### src/rtl/square_wave_sequencer.sv
// Step-table driven square-wave sequencer: each entry is (half-period, duration)
// and is played in order through a half-period divider, optionally looping.
module square_wave_sequencer #(
    parameter  int DEPTH    = 8,
    parameter  int HALF_W   = 16,
    parameter  int DUR_W    = 16,
    parameter  int TICK_DIV = 100,
    localparam int AW       = $clog2(DEPTH),
    localparam int PW       = (TICK_DIV > 1) ? $clog2(TICK_DIV) : 1
) (
    input  logic              clk,
    input  logic              reset,
    input  logic              wr_en,
    input  logic [AW-1:0]     wr_addr,
    input  logic [HALF_W-1:0] wr_half,
    input  logic [DUR_W-1:0]  wr_dur,
    input  logic [AW:0]       num_steps,
    input  logic              loop_en,
    input  logic              start,
    input  logic              stop,
    output logic              square_wave,
    output logic              busy,
    output logic              done,
    output logic [AW-1:0]     step_idx
);
    typedef enum logic [1:0] {S_IDLE, S_LOAD, S_PLAY, S_DONE} state_t;

    state_t             r_state;
    logic [HALF_W-1:0]  r_tab_half [DEPTH];
    logic [DUR_W-1:0]   r_tab_dur  [DEPTH];
    logic [HALF_W-1:0]  r_half;
    logic [DUR_W-1:0]   r_dur;
    logic [HALF_W-1:0]  r_tic;
    logic [PW-1:0]      r_pre;
    logic [DUR_W-1:0]   r_tick;
    logic [AW-1:0]      r_last;
    logic               r_loop;
    logic               r_sq;
    logic               r_busy;
    logic               r_done;
    logic [AW-1:0]      r_idx;

    logic               w_pre_wrap;
    logic [DUR_W-1:0]   w_dur_last;
    logic               w_step_end;
    logic               w_tic_hit;
    logic               w_sq_next;
    logic [AW:0]        w_n_clamp;
    logic [AW:0]        w_n_minus1;

    // Table is storage only; it is not reset and may be written in any state.
    always_ff @(posedge clk) begin
        if (wr_en) begin
            r_tab_half[wr_addr] <= wr_half;
            r_tab_dur[wr_addr]  <= wr_dur;
        end
    end

    // Subtractions are guarded so all-ones / zero fields never wrap the compares.
    assign w_pre_wrap = (r_pre == PW'(TICK_DIV - 1));
    assign w_dur_last = (r_dur == '0) ? '0 : r_dur - 1'b1;
    assign w_step_end = w_pre_wrap && (r_tick == w_dur_last);
    assign w_tic_hit  = (r_tic == r_half - 1'b1);
    assign w_sq_next  = (r_half == '0) ? 1'b0 : (w_tic_hit ? ~r_sq : r_sq);
    assign w_n_clamp  = (num_steps > (AW+1)'(DEPTH)) ? (AW+1)'(DEPTH) : num_steps;
    assign w_n_minus1 = w_n_clamp - 1'b1;

    always_ff @(posedge clk or posedge reset) begin
        if (reset) begin
            r_state <= S_IDLE;
            r_half  <= '0;
            r_dur   <= '0;
            r_tic   <= '0;
            r_pre   <= '0;
            r_tick  <= '0;
            r_last  <= '0;
            r_loop  <= 1'b0;
            r_sq    <= 1'b0;
            r_busy  <= 1'b0;
            r_done  <= 1'b0;
            r_idx   <= '0;
        end else begin
            r_done <= 1'b0;
            if (stop && r_state != S_IDLE) begin
                r_state <= S_IDLE;
                r_busy  <= 1'b0;
                r_sq    <= 1'b0;
                r_idx   <= '0;
            end else begin
                case (r_state)
                    S_IDLE: begin
                        if (!stop && start && num_steps != '0) begin
                            r_state <= S_LOAD;
                            r_busy  <= 1'b1;
                            r_idx   <= '0;
                            r_last  <= w_n_minus1[AW-1:0];
                            r_loop  <= loop_en;
                        end
                    end
                    S_LOAD: begin
                        r_half  <= r_tab_half[r_idx];
                        r_dur   <= r_tab_dur[r_idx];
                        r_tic   <= '0;
                        r_pre   <= '0;
                        r_tick  <= '0;
                        r_sq    <= 1'b0;
                        r_state <= S_PLAY;
                    end
                    S_PLAY: begin
                        if (r_half != '0)
                            r_tic <= w_tic_hit ? '0 : r_tic + 1'b1;
                        r_sq  <= w_sq_next;
                        r_pre <= w_pre_wrap ? '0 : r_pre + 1'b1;
                        if (w_pre_wrap && !w_step_end)
                            r_tick <= r_tick + 1'b1;
                        if (w_step_end) begin
                            if (r_idx != r_last) begin
                                r_idx   <= r_idx + 1'b1;
                                r_state <= S_LOAD;
                            end else if (r_loop) begin
                                r_idx   <= '0;
                                r_state <= S_LOAD;
                            end else begin
                                r_state <= S_DONE;
                                r_busy  <= 1'b0;
                                r_done  <= 1'b1;
                                r_sq    <= 1'b0;
                            end
                        end
                    end
                    S_DONE: begin
                        r_state <= S_IDLE;
                    end
                    default: r_state <= S_IDLE;
                endcase
            end
        end
    end

    assign square_wave = r_sq;
    assign busy        = r_busy;
    assign done        = r_done;
    assign step_idx    = r_idx;
endmodule

### config.mk
export PLATFORM = sky130hd
export DESIGN_NAME = square_wave_sequencer
export DESIGN_NICKNAME = d
export VERILOG_FILES = /design/src/rtl/square_wave_sequencer.sv
export SDC_FILE = /design/constraint.sdc
export NUM_CORES = 1
export LEC_CHECK = 0
export BUFFER_PORTS_ARGS = -buffer_cell sky130_fd_sc_hd__buf_4
export CORE_AREA = 2 2 167 169
export CTS_CLUSTER_DIAMETER = 60
export DETAILED_ROUTE_END_ITERATION = 8
export DIE_AREA = 0 0 169 171
export PLACE_DENSITY = 0.8
export RECOVER_POWER = 25
export SYNTH_ARGS = -nofsm -noshare
export SYNTH_HDL_FRONTEND = slang
export SYNTH_SLANG_ARGS = --single-unit
### constraint.sdc
create_clock -name clk -period 3.2 [get_ports clk]
set_input_delay 0.48 -clock clk [delete_from_list [all_inputs] [get_ports clk]]
set_output_delay 0.48 -clock clk [all_outputs]
set_load 0.05 [all_outputs]
After elaboration in Yosys (flattened, before gate mapping)
Memory sizes are Yosys's and may differ from the RTL's. A register that Yosys moved wholly into a read port is not among the register bits.
Cells that the tools add are included.
{"block": "word_totals", "out_inout_bits": 6, "latch_bits": 0, "rom_bits": 0, "inputBits": 45, "regBits": 51, "mem_count": 2, "ram_bits": 256}
{"block": "op_classes", "div": 0, "reduce_logical": 24, "addsub": 7, "n_eq_ne": 14, "n_bitwise": 2, "shift": 0, "n_lt_le_gt_ge": 1, "muxes": 41, "multipliers": 0}
{"memory": "r_tab_dur", "words": 8, "width": 16, "rd": 1, "rd_clocked_by_memory_dff": 1, "write_ports": 1, "line": "30", "source": "logic [DUR_W-1:0] r_tab_dur [DEPTH];"}
{"memory": "r_tab_half", "words": 8, "width": 16, "rd": 1, "rd_clocked_by_memory_dff": 1, "write_ports": 1, "line": "29", "source": "logic [HALF_W-1:0] r_tab_half [DEPTH];"}
{"operator": "$mux 16", "n": 4}
{"operator": "$pmux 16 s2", "n": 2}
{"operator": "$add 16x1->16 const B", "n": 2}
{"operator": "$eq 16x16->1", "n": 2}
{"operator": "$logic_not 16->1", "n": 2}
{"operator": "$sub 16x1->16 const B", "n": 2}
{"operator": "$mux 1", "n": 18}
{"operator": "$mux 3", "n": 6}
{"operator": "$reduce_bool 16->1", "n": 1}
{"operator": "$pmux 7 s2", "n": 1}
{"operator": "$ne 3x3->1 const B", "n": 4}
{"operator": "$mux 2", "n": 5}
{"operator": "$reduce_and 3->1", "n": 3}
{"operator": "$pmux 2 s4", "n": 1}
{"operator": "$add 7x1->7 const B", "n": 1}
{"operator": "$eq 7x7->1 const B", "n": 1}
{"operator": "$mux 7", "n": 1}
{"operator": "$pmux 3 s2", "n": 1}
{"operator": "$reduce_and 2->1", "n": 3}
{"operator": "$reduce_bool 3->1", "n": 2}
{"operator": "$logic_and 1x1->1", "n": 5}
{"operator": "$reduce_and 5->1", "n": 1}
{"operator": "$eq 2x2->1 const B", "n": 2}
{"operator": "$gt 4x4->1 const B", "n": 1}
{"operator": "other kinds (13)", "n": 18}

Logic depth before layout (Yosys ltp)
Gate-level depths: netlist of the first run.
{"block": "depth", "ltp_word": 9, "mapped_depth": 14, "mapped_depth_nobuf": 11}

Worst setup path after synthesis of the first run
OpenSTA, ideal clock, no wires.
{"block": "synth_path", "path_type": "input to register", "startpoint": "in wr_addr[1]", "endpoint": "mem r_tab_dur[0][0], enable pin", "path_slack_ps": -127, "t_arrival_ps": 2866, "n_path_buf": 0, "path_stages": 2, "setup_ps": 461, "cell_sequence": "nand2b_1 nor3_1"}
{"item": "from (decl)", "line": "14", "source": "input logic [AW-1:0] wr_addr,"}
{"item": "to (decl)", "line": "30"}
Straight into the memory's write port.

Worst setup path after layout of the first run
{"block": "layout_path", "startpoint": "reg r_dur[2] (read register of r_tab_dur)", "endpoint": "reg r_idx[0], in the netlist step_idx[0]"}
{"block": "layout_between", "elab_chain_len": 6}
{"item": "from (decl)", "line": "32", "source": "logic [DUR_W-1:0] r_dur;"}
{"item": "$sub 16x1->16 or $logic_not 16->1 (tied branches)", "line": "61", "source": "assign w_dur_last = (r_dur == '0) ? '0 : r_dur - 1'b1;"}
{"item": "$mux 16 (*)", "line": "61"}
{"item": "$eq 16x16->1 (*)", "line": "62", "source": "assign w_step_end = w_pre_wrap && (r_tick == w_dur_last);"}
{"item": "$logic_and 1x1->1 (*)", "line": "62"}
{"item": "$ne 3x3->1 (no line) (*)"}
{"item": "$reduce_and 4->1 (no line) (*)"}
{"item": "to (signal assigned)", "line": "118", "source": "r_idx <= r_idx + 1'b1;"}
{"item": "to (decl)", "line": "41", "source": "logic [AW-1:0] r_idx;"}
Every way passes the cells marked *; elsewhere a longest branch is shown, timed or not.
A chain may end at the register's enable or synchronous reset.

==> results.sh, run 1 <==
export IMPL_synth_most_common_cell="edfxtp_1"
export IMPL_fillers=1924
export IMPL_die_h_um=171
export IMPL_final_cells=1494
export IMPL_port_buffers=50
export IMPL_drtPass1Iterations=6
export IMPL_syn2layout_area_growth_pct=15.8
export IMPL_dpl_hpwl_mm=18.8
export IMPL_post_route_period_util_pct=100
export IMPL_reg2reg_from="r_dur[2]$_DFFE_PP0P_"
export IMPL_critPathMaxFanout=5
export IMPL_synth_edff_count=256
export IMPL_grt_pass1_vias=9154
export IMPL_start_kind="register"
export IMPL_cts_htree_levels=2
export IMPL_final_hold_violation_count=0
export IMPL_crit_start="r_dur[2]$_DFFE_PP0P_"
export IMPL_status="finished, violations left"
export IMPL_start_util_pct=54.7
export IMPL_die_x_um=169
export IMPL_hp_class="in -> async"
export IMPL_avgSynthCellArea_um2=14.8
export IMPL_synth_seq_area_share_pct=65.3
export IMPL_via_per_inst=6.12
export IMPL_yosysWarnings=0
export IMPL_drt_wl_total_mm=32.0
export IMPL_max_stage_delay_ns=0.60
export IMPL_max_freq_ghz=0.312
export IMPL_path_class="reg -> reg"
export IMPL_diodes=0
export IMPL_placed_area_um2=16100
export IMPL_place_gp_congestion=0.897
export IMPL_setup_viol=1
export IMPL_yosys_top_cells_count="edfxtp_1, nor2_1, dfrtp_1, mux4_2, nand2_1"
export IMPL_dpl_worst_slack_ns=-0.0620
export IMPL_first_iter_violations=847
export IMPL_setup_tns_ns=-0.00260
export IMPL_drc=0
export IMPL_violations="setup timing"
export IMPL_synth_cells=1013
export IMPL_cts_tree="built"
export IMPL_clkLatencyLatePin_ns=0.52
export IMPL_syn_num_nets=1068
export IMPL_slew_headroom_pct=51.6
export IMPL_fin_ws_ns=-0.00260
export IMPL_synth_top_area_cell="edfxtp_1"
export IMPL_ctsHoldBuffers=0
export IMPL_p_sw_mw=3.31
export IMPL_ios=51
export IMPL_post_route_cell_area_um2=17300
export IMPL_ys_types=70
export IMPL_route_vias_total=9149
export IMPL_async_reset_ff_share_pct=24.5
export IMPL_power_frac_seq_pct=47.3
export IMPL_max_cap_violations=0
export IMPL_intPower_mw=8.32
export IMPL_gr_usage_all_layers_pct=22.5
export IMPL_final_core_util_pct=63.4
export IMPL_cts_root_buffer="clkbuf_16"
export IMPL_p_comb_share_pct=18.1
export IMPL_synth_seq_cells=339
export IMPL_tightest_slew_ns=0.719
export IMPL_required_ns=3.61
export IMPL_p_leak_nw=5.88
export IMPL_pwr_share_clk_pct=34.5
export IMPL_drive_gt1_share_pct=22.5
export IMPL_ant_nets=0
export IMPL_antenna_found_initial=0
export IMPL_synth_cell_area_um2=14900
export IMPL_wl_per_cell_um=21.4
export IMPL_max_vdd_ir_drop_v=0.000519
export IMPL_grt_overflow=0
export IMPL_crit_path_end_kind="register"
export IMPL_place_inst=1426
export IMPL_switching_share_pct=28.5
export IMPL_path_cells="or4_4 > or3_4 > and2_4 > a221oi_2 > o2111ai_1 > or4b_4 > buf_6 > nor3_4 > o21ai_1 > mux2_2"
export IMPL_core_um2=27300
export IMPL_finalClockSkew_ns=0.0223
export IMPL_path_clk_slew_ns=0.06
export IMPL_synth_top_area_share_pct=51.4
export IMPL_cts_num_sinks=339
export IMPL_cts_buffers=36
export IMPL_grt_max_degree=68
export IMPL_critical_path_slowest_cell="or4b_4"
export IMPL_worst_ep_arrival_time_ns=3.61
export IMPL_grt_pass1_wl_mm=50.1
export IMPL_synthTopCellsByArea="edfxtp_1, dfrtp_1, mux4_2"
export IMPL_num_rows=61
export IMPL_dieArea_um2=28900
export IMPL_nets=1177
export IMPL_hold_worst_slack_ns=0.0349
export IMPL_rsz0062_at_grt="true"
export IMPL_layout_min_cycle_time_ns=3.20
export IMPL_p_total_mw=11.6
export IMPL_ys_flop_type="edfxtp_1"
export IMPL_clockBufferDepth=3
export IMPL_power_density_nw_per_um2=672
export IMPL_drv_slew=0
[final timing paths]
check,slack (ns),to,depth (start not counted)
worst max register to register,-0.003,step_idx[0]$_DFFE_PP0P_,10
worst min register to register,0.51,r_last[1]$_DFFE_PP0P_,2
worst min-delay path,0.03,r_tick[13]$_DFFE_PP0P_,2
min in group clk,0.20,r_loop$_DFFE_PP0P_,2
max in group asynchronous,2.37,r_half[5]$_DFFE_PP0P_,3
worst max-delay path,-0.003,step_idx[0]$_DFFE_PP0P_,10
[cells in the final DEF, fill, tap and decap left out, types with 7 or more instances in the layout]
cell type / n
mux4_2: 64
or4_1: 9
and3_1: 10
nor2_4: 7
xnor2_1: 21
buf_4: 84
clkinv_1: 7
ha_1: 9
o21ai_0: 22
nand4_1: 16
clkbuf_1: 34
dfrtp_1: 80
nor2_1: 83
nor3_1: 13
nand3_1: 23
a21oi_1: 52
inv_1: 18
clkbuf_16: 36
nand2_1: 57
nand2b_1: 12
edfxtp_1: 256
or3_1: 8
mux2i_1: 40
nor4_1: 14
xor2_1: 30
[sequential cells by signal, summed over array words and instances, names as in the netlist, 3 cells and up]
signal and count:
r_tab_dur 128, r_tab_half 128, r_dur 16, r_half 16
r_tic 16, r_tick 16, r_pre 7, r_last 3
step_idx 3
[power groups by stage]
stage / clock network, mW / registers, mW / logic [mW]
global placement: 0 / 5.55 / 1.96
finish: 4.02 / 5.51 / 2.11
global route: 4.24 / 5.56 / 2.36
detailed placement: 0 / 5.57 / 2.02
floorplan: 0 / 5.47 / 1.47
CTS: 4.07 / 5.50 / 2.07
[final cells by class]
cell class	count	area [um^2]	share of cell area [%]
inverter	20	76.3	0.441
clock buffer	44	931	5.38
sequential	339	9770	56.4
multi-input combinational	610	5080	29.3
clock inverter	20	206	1.19
timing repair buffer	115	820	4.73
tap	346	433	2.50
[cells by family after synthesis]
group	synth area share [%]
flip-flops	65.3
AND/OR/NAND/NOR	10.2
AO/OA/AOI/OAI	6.09
multiplexers	12.8
buffers and inverters	1.79
XOR/XNOR	2.99
adder cells (fa/ha/maj)	0.837
[metal layers]
metal  share of wire, %  vias up  global-route usage (%)
met4                2.3        0                    5.87
met2                 50      307                    38.6
met1                 41     4622                    30.3
met5                  0        -                       0
li1                   -     4156                       -
met3                6.3       64                    3.52
[repair_timing]
| item | in CTS | in global routing |
|---|---|---|
| pin swaps | 0 | 6 |
| gates cloned | 0 | 0 |
| setup buffers | 0 | 4 |
| setup endpoints to repair | 5 | 22 |
| gates resized for setup | 1 | 23 |
[worst max-delay path, delay by kind of cell, from the launching register on]
kind            cells  cell delay, ns
simple gates        5            1.84
compound gates      3            0.43
flops               1            0.39
mux                 1            0.26
buf+inv             1            0.16
(Power assumes the default switching activity.)
==> run 2, diff against run 1 <==
CORE_AREA = 2 2 137 206   (was 2 2 167 169)
DIE_AREA = 0 0 139 208   (was 0 0 169 171)
==> results.sh, run 2 (same netlist as run 1, synthesis figures left out) <==
export IMPL_drv_slew=0
export IMPL_wl_per_cell_um=21.1
export IMPL_cts_num_sinks=339
export IMPL_final_cell_mix="edfxtp_1, nor2_1, buf_4"
export IMPL_finalClockSkew_ns=0.0111
export IMPL_die_h_um=208
export IMPL_drt_wl_total_mm=31.2
export IMPL_reg_largest_list="r_tab_dur (128), r_tab_half (128)"
export IMPL_clkLatencyLatePin_ns=0.56
export IMPL_gr_usage_all_layers_pct=21.8
export IMPL_cts_buffers=31
export IMPL_max_freq_ghz=0.311
export IMPL_first_iter_violations=636
export IMPL_status="finished, violations left"
export IMPL_ios=51
export IMPL_hold_worst_slack_ns=0.150
export IMPL_power_density_nw_per_um2=656
export IMPL_fin_ws_ns=-0.0136
export IMPL_final_hold_violation_count=0
export IMPL_hp_class="in -> reg"
export IMPL_post_route_period_util_pct=100
export IMPL_critPathMaxFanout=5
export IMPL_grt_pass1_vias=9344
export IMPL_port_buffers=50
export IMPL_grt_pass1_wl_mm=49.8
export IMPL_worstHoldStart="wr_half[1]"
export IMPL_crit_start="r_dur[0]$_DFFE_PP0P_"
export IMPL_path_class="reg -> reg"
export IMPL_route_vias_total=9042
export IMPL_cts_htree_levels=1
export IMPL_slew_headroom_pct=51.1
export IMPL_p_leak_nw=5.82
export IMPL_setup_viol=1
export IMPL_ant_nets=0
export IMPL_final_core_util_pct=63.5
export IMPL_nets=1173
export IMPL_syn2layout_area_growth_pct=14.8
export IMPL_dpl_hpwl_mm=19.4
export IMPL_start_util_pct=55.3
export IMPL_reg2reg_from="r_dur[0]$_DFFE_PP0P_"
export IMPL_core_um2=27000
export IMPL_path_clk_slew_ns=0.07
export IMPL_antenna_found_initial=0
export IMPL_cts_root_buffer="clkbuf_16"
export IMPL_grt_max_degree=68
export IMPL_drc=0
export IMPL_violations="setup timing"
export IMPL_max_cap_violations=0
export IMPL_grt_overflow=0
export IMPL_clockBufferDepth=3
export IMPL_diodes=0
export IMPL_cts_setup_buffers=0
export IMPL_via_per_inst=6.10
export IMPL_start_kind="register"
export IMPL_place_gp_congestion=0.883
export IMPL_rsz0062_at_grt="true"
export IMPL_drtPass1Iterations=7
export IMPL_max_vdd_ir_drop_v=0.000557
export IMPL_num_rows=74
export IMPL_dieArea_um2=28900
export IMPL_final_common_cell="edfxtp_1"
export IMPL_die_x_um=139
export IMPL_tightest_slew_ns=0.733
export IMPL_crit_path_end_kind="register"
export IMPL_fillers=1925
export IMPL_worst_ep_arrival_time_ns=3.67
export IMPL_cts_tree="built"
export IMPL_drive_gt1_share_pct=22.3
export IMPL_required_ns=3.65
export IMPL_layout_min_cycle_time_ns=3.21
[run 2: cell count changes in the layout (fill, tap and decap cells not counted), sizes merged]
cell	previous run	this run
inv	22	21
clkinvlp	1	3
bufinv	3	2
dlygate4sd3	0	1
clkinv	14	12
clkbuf	70	63
[run 2: worst max-delay path, cell delays in order, from the launching register on]
cell,delay (ns)
dfrtp_1,0.41
or4_4,0.58
or3_4,0.35
and2_4,0.17
a221oi_2,0.21
o2111ai_1,0.14
or4b_4,0.56
buf_6,0.16
nor3_1,0.18
o21ai_1,0.08
mux2_2,0.26
[run 2: report_power, final]
group | total [mW] | leakage [nW] | internal [mW] | switching (mW)
Combinational | 2.24 | 1.98 | 0.938 | 1.30
Sequential | 5.49 | 3.37 | 5.11 | 0.380
Clock | 3.52 | 0.467 | 1.95 | 1.57
[run 2: metrics by stage]
step / cells / power (mW) / setup TNS [ns] / worst slack, ns / instance area, um^2
2_1_floorplan: 1013 / 6.94 / 0 / 0.0884 / 15000
3_3_place_gp: 1425 / 7.59 / -0.0244 / -0.0244 / 16200
3_5_place_dp: 1425 / 7.69 / -0.236 / -0.0938 / 16200
4_1_cts: 1481 / 11.3 / 0 / 0.0178 / 17200
5_1_grt: 1482 / 11.8 / -0.634 / -0.0934 / 17200
6_report: 1482 / 11.3 / -0.0136 / -0.0136 / 17200
[run 2: what timing repair did]
item	CTS	global route
gates resized for setup	4	21
pin swaps	0	3
endpoints found under the hold margin	5	0
hold buffers	1	0
endpoints found under the setup margin	14	32
gates cloned	0	1
[run 2: routing by layer]
metal	global-route usage [%]	vias to the layer above	wire length, um
li1	-	4133	-
met1	26.9	4553	12100
met2	39.7	292	16700
met3	3.11	64	1720
met4	7.31	0	779
met5	0	-	0
[run 2: area by class of cell]
| class | instances | area (um^2) | area share [%] |
|---|---|---|---|
| Inverter | 20 | 76.3 | 0.445 |
| Clock inverter | 18 | 160 | 0.934 |
| Tap cell | 342 | 428 | 2.49 |
| Sequential cell | 339 | 9770 | 57.0 |
| Timing Repair Buffer | 116 | 837 | 4.88 |
| Clock buffer | 37 | 798 | 4.65 |
| Multi-Input combinational cell | 610 | 5080 | 29.6 |
[run 2: path summary, 6_finish.rpt]
check	endpoint	depth (start not counted)	slack (ns)
min in group asynchronous	r_tic[11]$_DFFE_PP0P_	3	0.34
min reg2reg	r_pre[1]$_DFFE_PP0P_	2	0.53
max	step_idx[0]$_DFFE_PP0P_	10	-0.01
max in group asynchronous	step_idx[0]$_DFFE_PP0P_	4	2.08
min	r_tab_half[1][1]$_DFFE_PP_	1	0.15
max reg2reg	step_idx[0]$_DFFE_PP0P_	10	-0.01
